===== config.mk =====
export PLATFORM = sky130hd
export DESIGN_NAME = spram_ctrl
export DESIGN_NICKNAME = d
export VERILOG_FILES = /design/src/rtl/spram_ctrl_pkg.sv /design/src/rtl/spram_clear_seq.sv /design/src/rtl/spram_ctrl.sv
export SDC_FILE = /design/constraint.sdc
export NUM_CORES = 1
export LEC_CHECK = 0
export ABC_AREA = 1
export CAP_MARGIN = 20
export CORE_ASPECT_RATIO = 0.6
export CORE_MARGIN = 2
export CORE_UTILIZATION = 37
export CTS_CLUSTER_SIZE = 8
export DETAILED_ROUTE_END_ITERATION = 6
export HOLD_SLACK_MARGIN = 0.15
export PLACE_DENSITY = 0.77
export SKIP_CTS_REPAIR_TIMING = 1
export SYNTH_ARGS = -nofsm -noshare
export SYNTH_HDL_FRONTEND = slang
export SYNTH_SLANG_ARGS = --single-unit

===== constraint.sdc =====
create_clock -name clk -period 1.3 [get_ports clk]
set_clock_uncertainty 0.15 [all_clocks]
set_input_delay 0.195 -clock clk [delete_from_list [all_inputs] [get_ports clk]]
set_output_delay 0.195 -clock clk [all_outputs]
set_load 0.01 [all_outputs]

===== src/rtl/spram_ctrl_pkg.sv =====
// +-----------------------------------------------------------------+
// | spram_ctrl_pkg: FSM states and default geometry for spram_ctrl |
// | Rev 1.0                                                         |
// +-----------------------------------------------------------------+
`default_nettype none

package spram_ctrl_pkg;

  localparam int ADDR_W_DEF = 8;
  localparam int DATA_W_DEF = 4;
  localparam int DEPTH_DEF  = 8;

  typedef enum logic [2:0] {
    ST_INIT   = 3'd0,
    ST_IDLE   = 3'd1,
    ST_ACCESS = 3'd2,
    ST_WAIT   = 3'd3,
    ST_RESP   = 3'd4
  } state_e;

endpackage

`default_nettype wire


===== src/rtl/spram_clear_seq.sv =====
// +-----------------------------------------------------------------+
// | spram_clear_seq: address counter for the post-reset RAM clear  |
// | Rev 1.0                                                         |
// +-----------------------------------------------------------------+
`default_nettype none

module spram_clear_seq #(
  parameter int ADDR_W = 8,
  parameter int DEPTH  = 8
) (
  input  logic              clk,
  input  logic              rst,
  input  logic              step_i,
  output logic [ADDR_W-1:0] addr_o,
  output logic              done_o
);

  localparam int CNT_W = $clog2(DEPTH + 1);

  logic [CNT_W-1:0] cnt_q;

  // Counter parks at DEPTH, which flags the sweep as finished.
  always_ff @(posedge clk) begin
    if (rst) begin
      cnt_q <= '0;
    end else if (step_i && !done_o) begin
      cnt_q <= cnt_q + 1'b1;
    end
  end

  assign done_o = (cnt_q == CNT_W'(DEPTH));
  assign addr_o = ADDR_W'(cnt_q);

endmodule

`default_nettype wire


===== src/rtl/spram_ctrl.sv =====
// +-----------------------------------------------------------------+
// | spram_ctrl: request/response front end for a single-port RAM.  |
// | Optional post-reset clear sweep: define SPRAM_CTRL_CLEAR_EN.   |
// | Rev 1.0                                                         |
// +-----------------------------------------------------------------+
`default_nettype none

module spram_ctrl
  import spram_ctrl_pkg::*;
#(
  parameter int ADDR_W = ADDR_W_DEF,
  parameter int DATA_W = DATA_W_DEF,
  parameter int DEPTH  = DEPTH_DEF
) (
  input  logic              clk,
  input  logic              rst,
  input  logic              req_valid,
  output logic              req_ready,
  input  logic              req_wr,
  input  logic [ADDR_W-1:0] req_addr,
  input  logic [DATA_W-1:0] req_wdata,
  output logic              rsp_valid,
  input  logic              rsp_ready,
  output logic [DATA_W-1:0] rsp_rdata,
  output logic              rsp_err,
  output logic              init_busy,
  output logic              ram_en,
  output logic              ram_wr_rd,
  output logic [ADDR_W-1:0] ram_addr,
  output logic [DATA_W-1:0] ram_wdata,
  input  logic [DATA_W-1:0] ram_rdata
);

  localparam logic [ADDR_W:0] DEPTH_LIM = (ADDR_W + 1)'(DEPTH);

`ifdef SPRAM_CTRL_CLEAR_EN
  localparam state_e RST_STATE = ST_INIT;
`else
  localparam state_e RST_STATE = ST_IDLE;
`endif

  state_e            st_q, st_d;
  logic              req_ready_q, req_ready_d;
  logic              rsp_valid_q, rsp_valid_d;
  logic [DATA_W-1:0] rsp_rdata_q, rsp_rdata_d;
  logic              rsp_err_q, rsp_err_d;
  logic              ram_en_q, ram_en_d;
  logic              ram_wr_rd_q, ram_wr_rd_d;
  logic [ADDR_W-1:0] ram_addr_q, ram_addr_d;
  logic [DATA_W-1:0] ram_wdata_q, ram_wdata_d;

  logic hs;
  logic in_range;

  assign hs       = req_valid && req_ready_q;
  assign in_range = ({1'b0, req_addr} < DEPTH_LIM);

`ifdef SPRAM_CTRL_CLEAR_EN
  logic              init_busy_q, init_busy_d;
  logic              seq_step;
  logic [ADDR_W-1:0] seq_addr;
  logic              seq_done;

  spram_clear_seq #(
    .ADDR_W (ADDR_W),
    .DEPTH  (DEPTH)
  ) u_clear_seq (
    .clk    (clk),
    .rst    (rst),
    .step_i (seq_step),
    .addr_o (seq_addr),
    .done_o (seq_done)
  );

  always_ff @(posedge clk) begin
    if (rst) begin
      init_busy_q <= 1'b0;
    end else begin
      init_busy_q <= init_busy_d;
    end
  end

  assign init_busy = init_busy_q;
`else
  assign init_busy = 1'b0;
`endif

  // Outputs are decoded from the next state so they line up with st_q.
  always_comb begin
    st_d        = st_q;
    req_ready_d = 1'b0;
    rsp_valid_d = 1'b0;
    rsp_rdata_d = rsp_rdata_q;
    rsp_err_d   = rsp_err_q;
    ram_en_d    = 1'b0;
    ram_wr_rd_d = ram_wr_rd_q;
    ram_addr_d  = ram_addr_q;
    ram_wdata_d = ram_wdata_q;
`ifdef SPRAM_CTRL_CLEAR_EN
    init_busy_d = 1'b0;
    seq_step    = 1'b0;
`endif
    case (st_q)
`ifdef SPRAM_CTRL_CLEAR_EN
      ST_INIT: begin
        if (seq_done) begin
          st_d        = ST_IDLE;
          req_ready_d = 1'b1;
        end else begin
          ram_en_d    = 1'b1;
          ram_wr_rd_d = 1'b1;
          ram_addr_d  = seq_addr;
          ram_wdata_d = '0;
          init_busy_d = 1'b1;
          seq_step    = 1'b1;
        end
      end
`endif
      ST_IDLE: begin
        req_ready_d = 1'b1;
        if (hs) begin
          if (in_range) begin
            st_d        = ST_ACCESS;
            req_ready_d = 1'b0;
            ram_en_d    = 1'b1;
            ram_wr_rd_d = req_wr;
            ram_addr_d  = req_addr;
            ram_wdata_d = req_wdata;
          end else if (!req_wr) begin
            st_d        = ST_RESP;
            req_ready_d = 1'b0;
            rsp_valid_d = 1'b1;
            rsp_rdata_d = '0;
            rsp_err_d   = 1'b1;
          end
          // out-of-range writes are dropped and the controller stays ready
        end
      end
      ST_ACCESS: begin
        if (ram_wr_rd_q) begin
          st_d        = ST_IDLE;
          req_ready_d = 1'b1;
        end else begin
          st_d = ST_WAIT;
        end
      end
      ST_WAIT: begin
        st_d        = ST_RESP;
        rsp_valid_d = 1'b1;
        rsp_rdata_d = ram_rdata;
        rsp_err_d   = 1'b0;
      end
      ST_RESP: begin
        rsp_valid_d = 1'b1;
        if (rsp_ready) begin
          st_d        = ST_IDLE;
          rsp_valid_d = 1'b0;
          req_ready_d = 1'b1;
        end
      end
      default: begin
        st_d = ST_IDLE;
      end
    endcase
  end

  always_ff @(posedge clk) begin
    if (rst) begin
      st_q        <= RST_STATE;
      req_ready_q <= 1'b0;
      rsp_valid_q <= 1'b0;
      rsp_rdata_q <= '0;
      rsp_err_q   <= 1'b0;
      ram_en_q    <= 1'b0;
      ram_wr_rd_q <= 1'b0;
      ram_addr_q  <= '0;
      ram_wdata_q <= '0;
    end else begin
      st_q        <= st_d;
      req_ready_q <= req_ready_d;
      rsp_valid_q <= rsp_valid_d;
      rsp_rdata_q <= rsp_rdata_d;
      rsp_err_q   <= rsp_err_d;
      ram_en_q    <= ram_en_d;
      ram_wr_rd_q <= ram_wr_rd_d;
      ram_addr_q  <= ram_addr_d;
      ram_wdata_q <= ram_wdata_d;
    end
  end

  assign req_ready = req_ready_q;
  assign rsp_valid = rsp_valid_q;
  assign rsp_rdata = rsp_rdata_q;
  assign rsp_err   = rsp_err_q;
  assign ram_en    = ram_en_q;
  assign ram_wr_rd = ram_wr_rd_q;
  assign ram_addr  = ram_addr_q;
  assign ram_wdata = ram_wdata_q;

endmodule

`default_nettype wire

==> metrics.txt, run 1 <==
status=complete, but fails checks; failing checks=setup timing; final hold vios=0; RSZ-0062 raised after global routing=yes; vias=approximately 1,100; Fmax achieved=~720 MHz; CP peak stage delay=0.38 ns; Netlist cell types=21; # IOs=43; Cell Area, Placed=1490 sq um; Final Critical Period=1.39 ns; CP max-delay cell=dfxtp_4; Clock Sinks=24; setup TNS=-0.591 ns; CP cell instances=nor2_4 > nand2_4 > nor2_4 > nand2_4 > nand2_1 > nand2_1 > nor2_1; antenna-violating nets left=0; Final WS setup=-0.0853 ns; EDFF count, synth=0; CP Data Arrival Time=1.43 ns; CTS Root Cell=clkbuf_8; Hold Crit Class=flip-flop to flip-flop; PwrDens=around 1400 nW/um^2; syn nets=approximately 160; H-tree Lvls=1; initial cell density of the core=0.390; Post-synth ARST share=0; vias in the first global route=986; Final Routed Wirelength=3090 microns; Worst EP required=1.35 ns; Final period util=1.07; Peak VDD IR=0.627 mV; Post-Synthesis Cell Area=983 sq um; post-route cell area=1860 sq um; Total GRT Usage=0.177; Synth top area share=0.489; setup violators final=12; fin cells=226; diode count=0; Avg Cell Area, Syn=between 7 and 8 sq um; Yosys Warn Count=0; initial antenna violation count=0; Clock Path Buffers=2; clk_lat worst skew=about 0.26 ns; layout cells sized above 1=0.330; Core Region=2520 sq um; die area=3100 sq um; area leader, netlist=dfxtp_1; initial detailed-routing violation count=28; Synth Instances=135; pin count of the biggest net entering global routing=23; synth-to-layout area growth=89.1%; clock-pin slew on the worst setup and hold paths=~0.08 ns; DRT Pass-1 Iters=6; CTS tree=built; synth top area cells=dfxtp_1 (49%), nand2_1 (12%), nor2_1 (8.0%), inv_1 (6.9%), a21oi_1 (4.1%); Final Wtd Congestion=between 0.8 and 0.9; dpl hpwl=2030 microns; port bufs=41; row count=14; cts bufs inserted=3; post-synthesis sequential area ratio=0.489; Vias/cell=4.70; Static Leak=0.00118 uW; Crit Path Category=flip-flop to flip-flop; Placed Cells=215; Yosys reg bits=24; endpoint type of the worst setup path=flip-flop; prevailing post-synth register cell=dfxtp_1; critical path peak fanout=11; first-pass GRT wire length=4250 microns; Final nets=216; die width=just over 70 microns; Avg WL per Cell=13.7 microns; gr ovfl total=0; number of max-cap violations=0; pins over their slew limit=0; Fillers=172; Residual DRC=0; Critical Path Source Type=flip-flop; Die Span Y=~44 microns
==> sequential cells by signal (all words and copies together), names as in the netlist <==
signal,cells
ram_addr,8
ram_wdata,4
rsp_rdata,4
st_q,3
ram_en,1
ram_wr_rd,1
req_ready,1
rsp_err,1
rsp_valid,1
==> per-stage QoR <==
stage | setup WS [ns] | utilization | power (uW) | hold WS (ns)
floorplan | 0.0226 | - | 1210 | 0.180
global placement | -0.370 | 0.591 | 1560 | 0.300
detailed placement | -0.437 | 0.591 | 1590 | 0.304
CTS | -0.240 | 0.620 | 2240 | 0.318
global route | -0.174 | 0.737 | 2740 | 0.329
finish | -0.0853 | 0.737 | 2590 | 0.308
==> worst paths after layout <==
kind | start | to | slack, ns | depth (start not counted)
worst max-delay path | st_q[2] | ram_wdata[3] | -0.09 | 7
worst min-delay path | ram_addr[5] | ram_addr[5] | 0.31 | 2
worst max register to register | st_q[2] | ram_wdata[3] | -0.09 | 7
worst min register to register | ram_addr[5] | ram_addr[5] | 0.31 | 2
==> power by group <==
group | total, uW | switching [uW] | internal (uW)
Combinational | 1070 | 541 | 524
Sequential | 877 | 64.6 | 813
Clock | 647 | 236 | 412
==> area by class of cell <==
class,instances,area (sq um),area share
Clock buffer,3,41.3,0.0222
Clock inverter,1,30.0,0.0162
Inverter,20,80.1,0.0431
Multi-Input combinational cell,88,559,0.301
Sequential cell,24,487,0.262
Tap cell,32,40.0,0.0215
Timing Repair Buffer,58,622,0.334
==> Yosys cell counts, types with 3 or more instances <==
cell type,n
o21ai_0,3
nand3_1,7
nand4_1,3
and3_1,3
nor2_1,21
inv_1,18
a21oi_1,8
dfxtp_1,24
nand2_1,31
==> kinds of logic after synthesis <==
group | count (synthesis) | synth area share
and+or+nand+nor | 73 | 0.335
buffers and inverters | 25 | 0.109
DFF | 24 | 0.489
AOI/OAI and AO/OA | 12 | 0.0636
other | 1 | 0.00381
==> layout by cell type (no fill, tap or decap), drive strengths merged <==
cell type	instances
a21oi	8
and3	3
buf	17
bufinv	1
clkbuf	3
clkdlybuf4s50	17
conb	1
dfxtp	24
dlymetal6s2s	24
inv	20
nand2	35
nand3	9
nand4	3
nor2	24
nor3	1
o21ai	3
o21bai	1
==> critical path, delay by kind of cell (launching register included) <==
kind / cells / cell delay (ns)
flip-flops: 1 / 0.38
AND/OR/NAND/NOR: 7 / 0.79
==> layer usage <==
layer	wire length, microns	global-route usage
met5	0	0
met3	134	0.0535
met2	1500	0.311
met1	1410	0.210
met4	46	0.0604
No activity file was read; power rests on OpenSTA's default activity.
==> run 2: changes to the inputs <==
--- a/config.mk
+++ b/config.mk
@@ -10,10 +10,12 @@
 export CORE_ASPECT_RATIO = 0.6
 export CORE_MARGIN = 2
 export CORE_UTILIZATION = 37
+export CTS_CLUSTER_DIAMETER = 80
 export CTS_CLUSTER_SIZE = 8
 export DETAILED_ROUTE_END_ITERATION = 6
 export HOLD_SLACK_MARGIN = 0.15
-export PLACE_DENSITY = 0.77
+export PLACE_DENSITY_LB_ADDON = 0.1
+export REMOVE_ABC_BUFFERS = 1
 export SKIP_CTS_REPAIR_TIMING = 1
 export SYNTH_ARGS = -nofsm -noshare
 export SYNTH_HDL_FRONTEND = slang
==> run 2 against run 1 <==
  * The flow still finishes with violations (setup timing)
  * Via count decreased by 0.19%
  * Clock power shrank 32%
  * Sequential cell count unchanged
  * Critical path type unchanged
  * Global-route usage is 0.059 points higher
  * Die area unchanged
  * Critical endpoint is now ram_wdata[0]
  * Largest cell class unchanged
  * Cell area decreased by 3.4%
  * Utilization shrank 2.5 points
  * Register-to-register slack worse by 0.02 ns
==> metrics.txt, run 2 (same netlist as run 1, synthesis figures left out) <==
final hold vios=0; Crit Path Category=flip-flop to flip-flop; Cell Area, Placed=1490 sq um; Final Wtd Congestion=0.786; grt met2 use=0.281; H-tree Lvls=1; buffers plus inverters on the worst setup path=2; die area=3100 sq um; row count=14; reg2reg end=ram_wdata[0]; Residual DRC=0; PwrDens=1310 nW/um^2; die width=70.6 microns; hold_sp=ram_addr[4]; first-pass GRT wire length=4170 microns; synth-to-layout area growth=82.6%; Register-to-Register Setup Slack=-0.11 ns; dpl hpwl=1880 microns; initial cell density of the core=0.390; clock network power share=0.187; CP Data Arrival Time=between 1 and 1.5 ns; CTS tree=built; pin count of the biggest net entering global routing=23; Seq pwr share=0.376; Core Region=between 2000 and 3000 sq um; R2R cell count=8; number of max-cap violations=0; Psw=830 uW; DRT Pass-1 Iters=4; Worst EP required=1.31 ns; # IOs=between 40 and 50; cell family with most CP delay=simple AND/OR/NAND/NOR gates; Peak VDD IR=between 0.5 and 0.6 mV; RSZ-0062 raised after global routing=yes; setup violators final=16; diode count=0; cts bufs inserted=3; CP peak stage delay=0.38 ns; failing checks=setup timing; Die Span Y=43.9 microns; Switching Share=0.354; max reg flops=8; Critical Path Source Type=flip-flop; WHS Endpoint=ram_addr[4]; Final Routed Wirelength=2980 microns; post-route cell area=1800 sq um; Static Leak=0.00119 uW; layout cells sized above 1=0.295; Hold Crit Class=flip-flop to flip-flop; initial detailed-routing violation count=44; antenna-violating nets left=0; port bufs=41; Vias/cell=roughly 4.8; Final Critical Period=1.41 ns; Pint=between 1500 and 2000 uW; CP cell instances=inv_4 > nor2_4 > nand2_4 > nor2_4 > buf_12 > nand2_4 > nor2_1 > nor2_1; fin cells=222; Clock Sinks=24; Hold Path Depth=2; Final WS setup=-0.108 ns; RR Startpoint=st_q[0]; grt met1 use=0.233; clock-pin slew on the worst setup and hold paths=0.08 ns; gr ovfl total=0; initial antenna violation count=0; endpoint type of the worst setup path=flip-flop; Comb power frac=0.437; critical path peak fanout=6; Total GRT Usage=0.177; vias in the first global route=949; Clock Path Buffers=2; Placed Cells=213; commonest cells after routing, fill and taps aside=nand2_1 (25), dlymetal6s2s_1 (25), dfxtp_1 (22), clkdlybuf4s50_1 (16); clk_lat worst skew=0.27 ns; pins over their slew limit=0; Fillers=195; CP max-delay cell=dfxtp_4; Final nets=213; Final period util=1.08; CTS Root Cell=clkbuf_8; status=complete, but fails checks; GRT Max-Usage Layer=met2; met3 GRT Util=0.0512; vias=around 1,100; Avg WL per Cell=approximately 13 microns; Fmax achieved=710 MHz; Hold WS=between 0.3 and 0.4 ns
==> run 2: cell count changes in the layout (fill, tap and decap cells not counted), moves of 2 or more <==
cell | previous run | this run
and3_4 | 3 | 0
o21ai_2 | 1 | 3
nand2_8 | 2 | 0
buf_6 | 3 | 1
nand2_2 | 7 | 5
dfxtp_2 | 2 | 0
and3_1 | 0 | 3
nor2_2 | 4 | 6
nor2_1 | 17 | 15
buf_4 | 13 | 11
nand2_4 | 3 | 5
nand2_1 | 23 | 25
==> run 2: layer usage <==
layer  part of all wire  wire (microns)  vias to the layer above
li1                   -               -                      525
met1               0.45            1340                      496
met2               0.48            1430                       34
met3              0.053             159                        6
met4              0.019              56                        0
met5                  0               0                        -
==> run 2: worst max-delay path by stage <==
| stage | startpoint | to | cells after the start |
|---|---|---|---|
| 3_5_place_dp | req_addr[4] | ram_addr[0] | 7 |
| 2_1_floorplan | st_q[0] | ram_addr[3] | 6 |
| 6_report | st_q[0] | ram_wdata[0] | 8 |
| 3_3_place_gp | req_addr[4] | ram_addr[6] | 6 |
| 5_1_grt | st_q[0] | ram_wdata[0] | 8 |
| 4_1_cts | ram_wdata[0] | ram_wdata[0] | 1 |
==> run 2: metrics by stage <==
stage	util	total power (uW)	setup slack, ns	setup TNS [ns]
global route	0.712	2460	-0.153	-1.84
floorplan	-	1200	0.0158	0
global placement	0.590	1520	-0.368	-7.45
CTS	0.607	1970	-0.216	-6.52
finish	0.712	2350	-0.108	-0.872
detailed placement	0.590	1530	-0.460	-9.15
==> run 2: final cells by class <==
class | count | area [sq um] | share of cell area
timing repair buffer | 55 | 607 | 0.338
multi-input combinational | 88 | 539 | 0.300
sequential | 24 | 488 | 0.272
inverter | 20 | 80.1 | 0.0446
clock buffer | 3 | 41.3 | 0.0230
tap | 32 | 40.0 | 0.0223
==> run 2: worst register-to-register path, stage by stage, from the launching register on <==
cell and delay, ns:
dfxtp_4 0.38, inv_4 0.05, nor2_4 0.12, nand2_4 0.08, nor2_4 0.17, buf_12 0.13
nand2_4 0.07, nor2_1 0.10, nor2_1 0.05
==> run 2: power groups by stage <==
stage / combinational (uW) / clock [uW] / sequential, uW
after global routing: 1090 / 481 / 891
after detailed placement: 668 / 0 / 864
final: 1030 / 439 / 881
after floorplan: 322 / 0 / 880
after CTS: 674 / 451 / 846
after global placement: 654 / 0 / 862
==> run 3: changes to the inputs <==
==> constraint.sdc (replaced) <==
create_clock -name clk -period 1.3 [get_ports clk]
set_clock_uncertainty 0.15 [all_clocks]
set_input_delay 0.13 -clock clk [delete_from_list [all_inputs] [get_ports clk]]
set_output_delay 0.13 -clock clk [all_outputs]
set_load 0.01 [all_outputs]
==> run 3 against run 2 <==
  * The flow still finishes with violations (setup timing)
  * Non-clock buffer count increased by 1
  * Die area unchanged
  * Sequential power decreased by 1%
  * Via count increased by 0.66%
  * Register-to-register slack got worse by 0.04 ns
  * Sequential share of layout area decreased by 0.86 points
  * Power decreased by 0.35%
  * Critical path depth increased by 1
  * Cell area increased by 3.3%
  * Wire length increased by 0.77%
  * Sequential cell count unchanged
==> metrics.txt, run 3 (same netlist as run 1, synthesis figures left out) <==
initial cell density of the core=0.390; Peak VDD IR=0.639 mV; clock-pin slew on the worst setup and hold paths=0.09 ns; Residual DRC=0; port bufs=between 40 and 50; hold_sp=ram_rdata[3]; number of max-cap violations=0; Switching Share=0.352; Hold Path Depth=3; commonest cells after routing, fill and taps aside=dfxtp_1 (22), dlymetal6s2s_1 (21), clkdlybuf4s50_1 (20), nand2_1 (19), inv_1 (16); clk_lat worst skew=0.27 ns; die width=70.6 microns; Final WS setup=-0.143 ns; clock network power share=0.186; setup violators final=19; Final Wtd Congestion=about 0.79; setup TNS=-1.25 ns; initial detailed-routing violation count=14; Seq pwr share=0.373; Vias/cell=around 4.8; Final Critical Period=1.44 ns; CP cell instances=inv_4 > nor2_4 > nand2_2 > nor2_4 > buf_12 > nand2_4 > nand2_2 > nand2_1 > nor2_1; dpl hpwl=1880 microns; Critical Path Source Type=flip-flop; first-pass GRT wire length=about 4200 microns; most common cell after layout, fill and taps aside=dfxtp_1; # IOs=43; Total GRT Usage=0.177; Cell Area, Placed=between 1000 and 1500 sq um; cts bufs inserted=3; pin count of the biggest net entering global routing=23; post-route cell area=1850 sq um; Worst Setup SP=st_q[0]; diode count=0; failing checks=setup timing; RSZ-0062 raised after global routing=yes; CTS tree=built; Hold Crit Class=input port to flip-flop; DRT Pass-1 Iters=4; cell family with most CP delay=simple AND/OR/NAND/NOR gates; worst slack, placed=-0.395 ns; Clock Sinks=24; die area=3100 sq um; H-tree Lvls=1; RR Startpoint=st_q[0]; Clock Path Buffers=2; initial antenna violation count=0; antenna-violating nets left=0; Comb power frac=0.441; CTS Root Cell=clkbuf_8; Core Region=between 2000 and 3000 sq um; Register-to-Register Setup Slack=-0.14 ns; synth-to-layout area growth=88.5%; Crit Path Category=flip-flop to flip-flop; Final Routed Wirelength=3000 microns; Util after Layout=0.735; Die Span Y=between 40 and 50 microns; CP peak stage delay=around 0.37 ns; max reg flops=8; Avg WL per Cell=13.4 microns; Pint=roughly 1500 uW; status=complete, but fails checks; row count=14; Static Leak=0.00113 uW; gr ovfl total=0; Final nets=215; endpoint type of the worst setup path=flip-flop; vias in the first global route=949; WHS Endpoint=rsp_rdata[3]; Final period util=1.11; CP max-delay cell=dfxtp_4; reg2reg end=ram_wdata[1]; pins over their slew limit=0; buffers plus inverters on the worst setup path=2; PwrDens=1260 nW/um^2; CP Data Arrival Time=1.49 ns; final hold vios=0; Fmax achieved=693 MHz; layout cells sized above 1=0.354; R2R cell count=9; Hold WS=0.261 ns; critical path peak fanout=5; Psw=a little over 800 uW; vias=1,068; Worst EP required=1.35 ns
-- run 3: cell types whose count changed in the layout (fill, tap and decap cells not counted), sizes merged --
| cell | change |
|---|---|
| dlymetal6s2s | -4 |
| clkinv | +1 |
| clkdlybuf4s50 | +4 |
| inv | -1 |
| buf | +1 |
| nand2 | +1 |
-- run 3: cell type report --
| cell class | count | area (sq um) |
|---|---|---|
| multi-input combinational | 89 | 602 |
| fill | 190 | 668 |
| sequential | 24 | 488 |
| clock buffer | 3 | 41.3 |
| timing repair buffer | 56 | 601 |
| tap | 32 | 40.0 |
| inverter | 20 | 82.6 |
-- run 3: how the worst max path moves through the flow --
stage	slack, ns	cells after the start	endpoint
3_3_place_gp	-0.30	6	ram_addr[6]
2_1_floorplan	0.02	6	ram_addr[3]
4_1_cts	-0.16	7	ram_addr[0]
3_5_place_dp	-0.40	7	ram_addr[0]
6_report	-0.14	9	ram_wdata[1]
5_1_grt	-0.18	9	ram_wdata[1]
-- run 3: per-layer routing --
| layer | track usage | part of all wire | up-vias |
|---|---|---|---|
| met5 | 0 | 0 | - |
| met4 | 0.0679 | 0.019 | 0 |
| li1 | - | - | 533 |
| met3 | 0.0512 | 0.060 | 4 |
| met1 | 0.233 | 0.44 | 497 |
| met2 | 0.281 | 0.48 | 34 |
-- run 3: power groups by stage --
stage	logic, uW	clock network (uW)	registers [uW]
3_5_place_dp	668	0	864
6_report	1030	435	871
5_1_grt	1100	478	880
2_1_floorplan	322	0	880
4_1_cts	674	451	846
3_3_place_gp	654	0	862
-- run 3: stage by stage --
step | instances | total power, uW
final | 224 | 2340
after detailed placement | 213 | 1530
after floorplan | 130 | 1200
after CTS | 216 | 1970
after global placement | 213 | 1520
after global routing | 224 | 2460
-- run 3: tightest hold or removal path: cells and delay by family --
kind,cells,cell delay (ns)
buffers and inverters,1,0.39
AO/OA/AOI/OAI,1,0.05
AND/OR/NAND/NOR,1,0.06
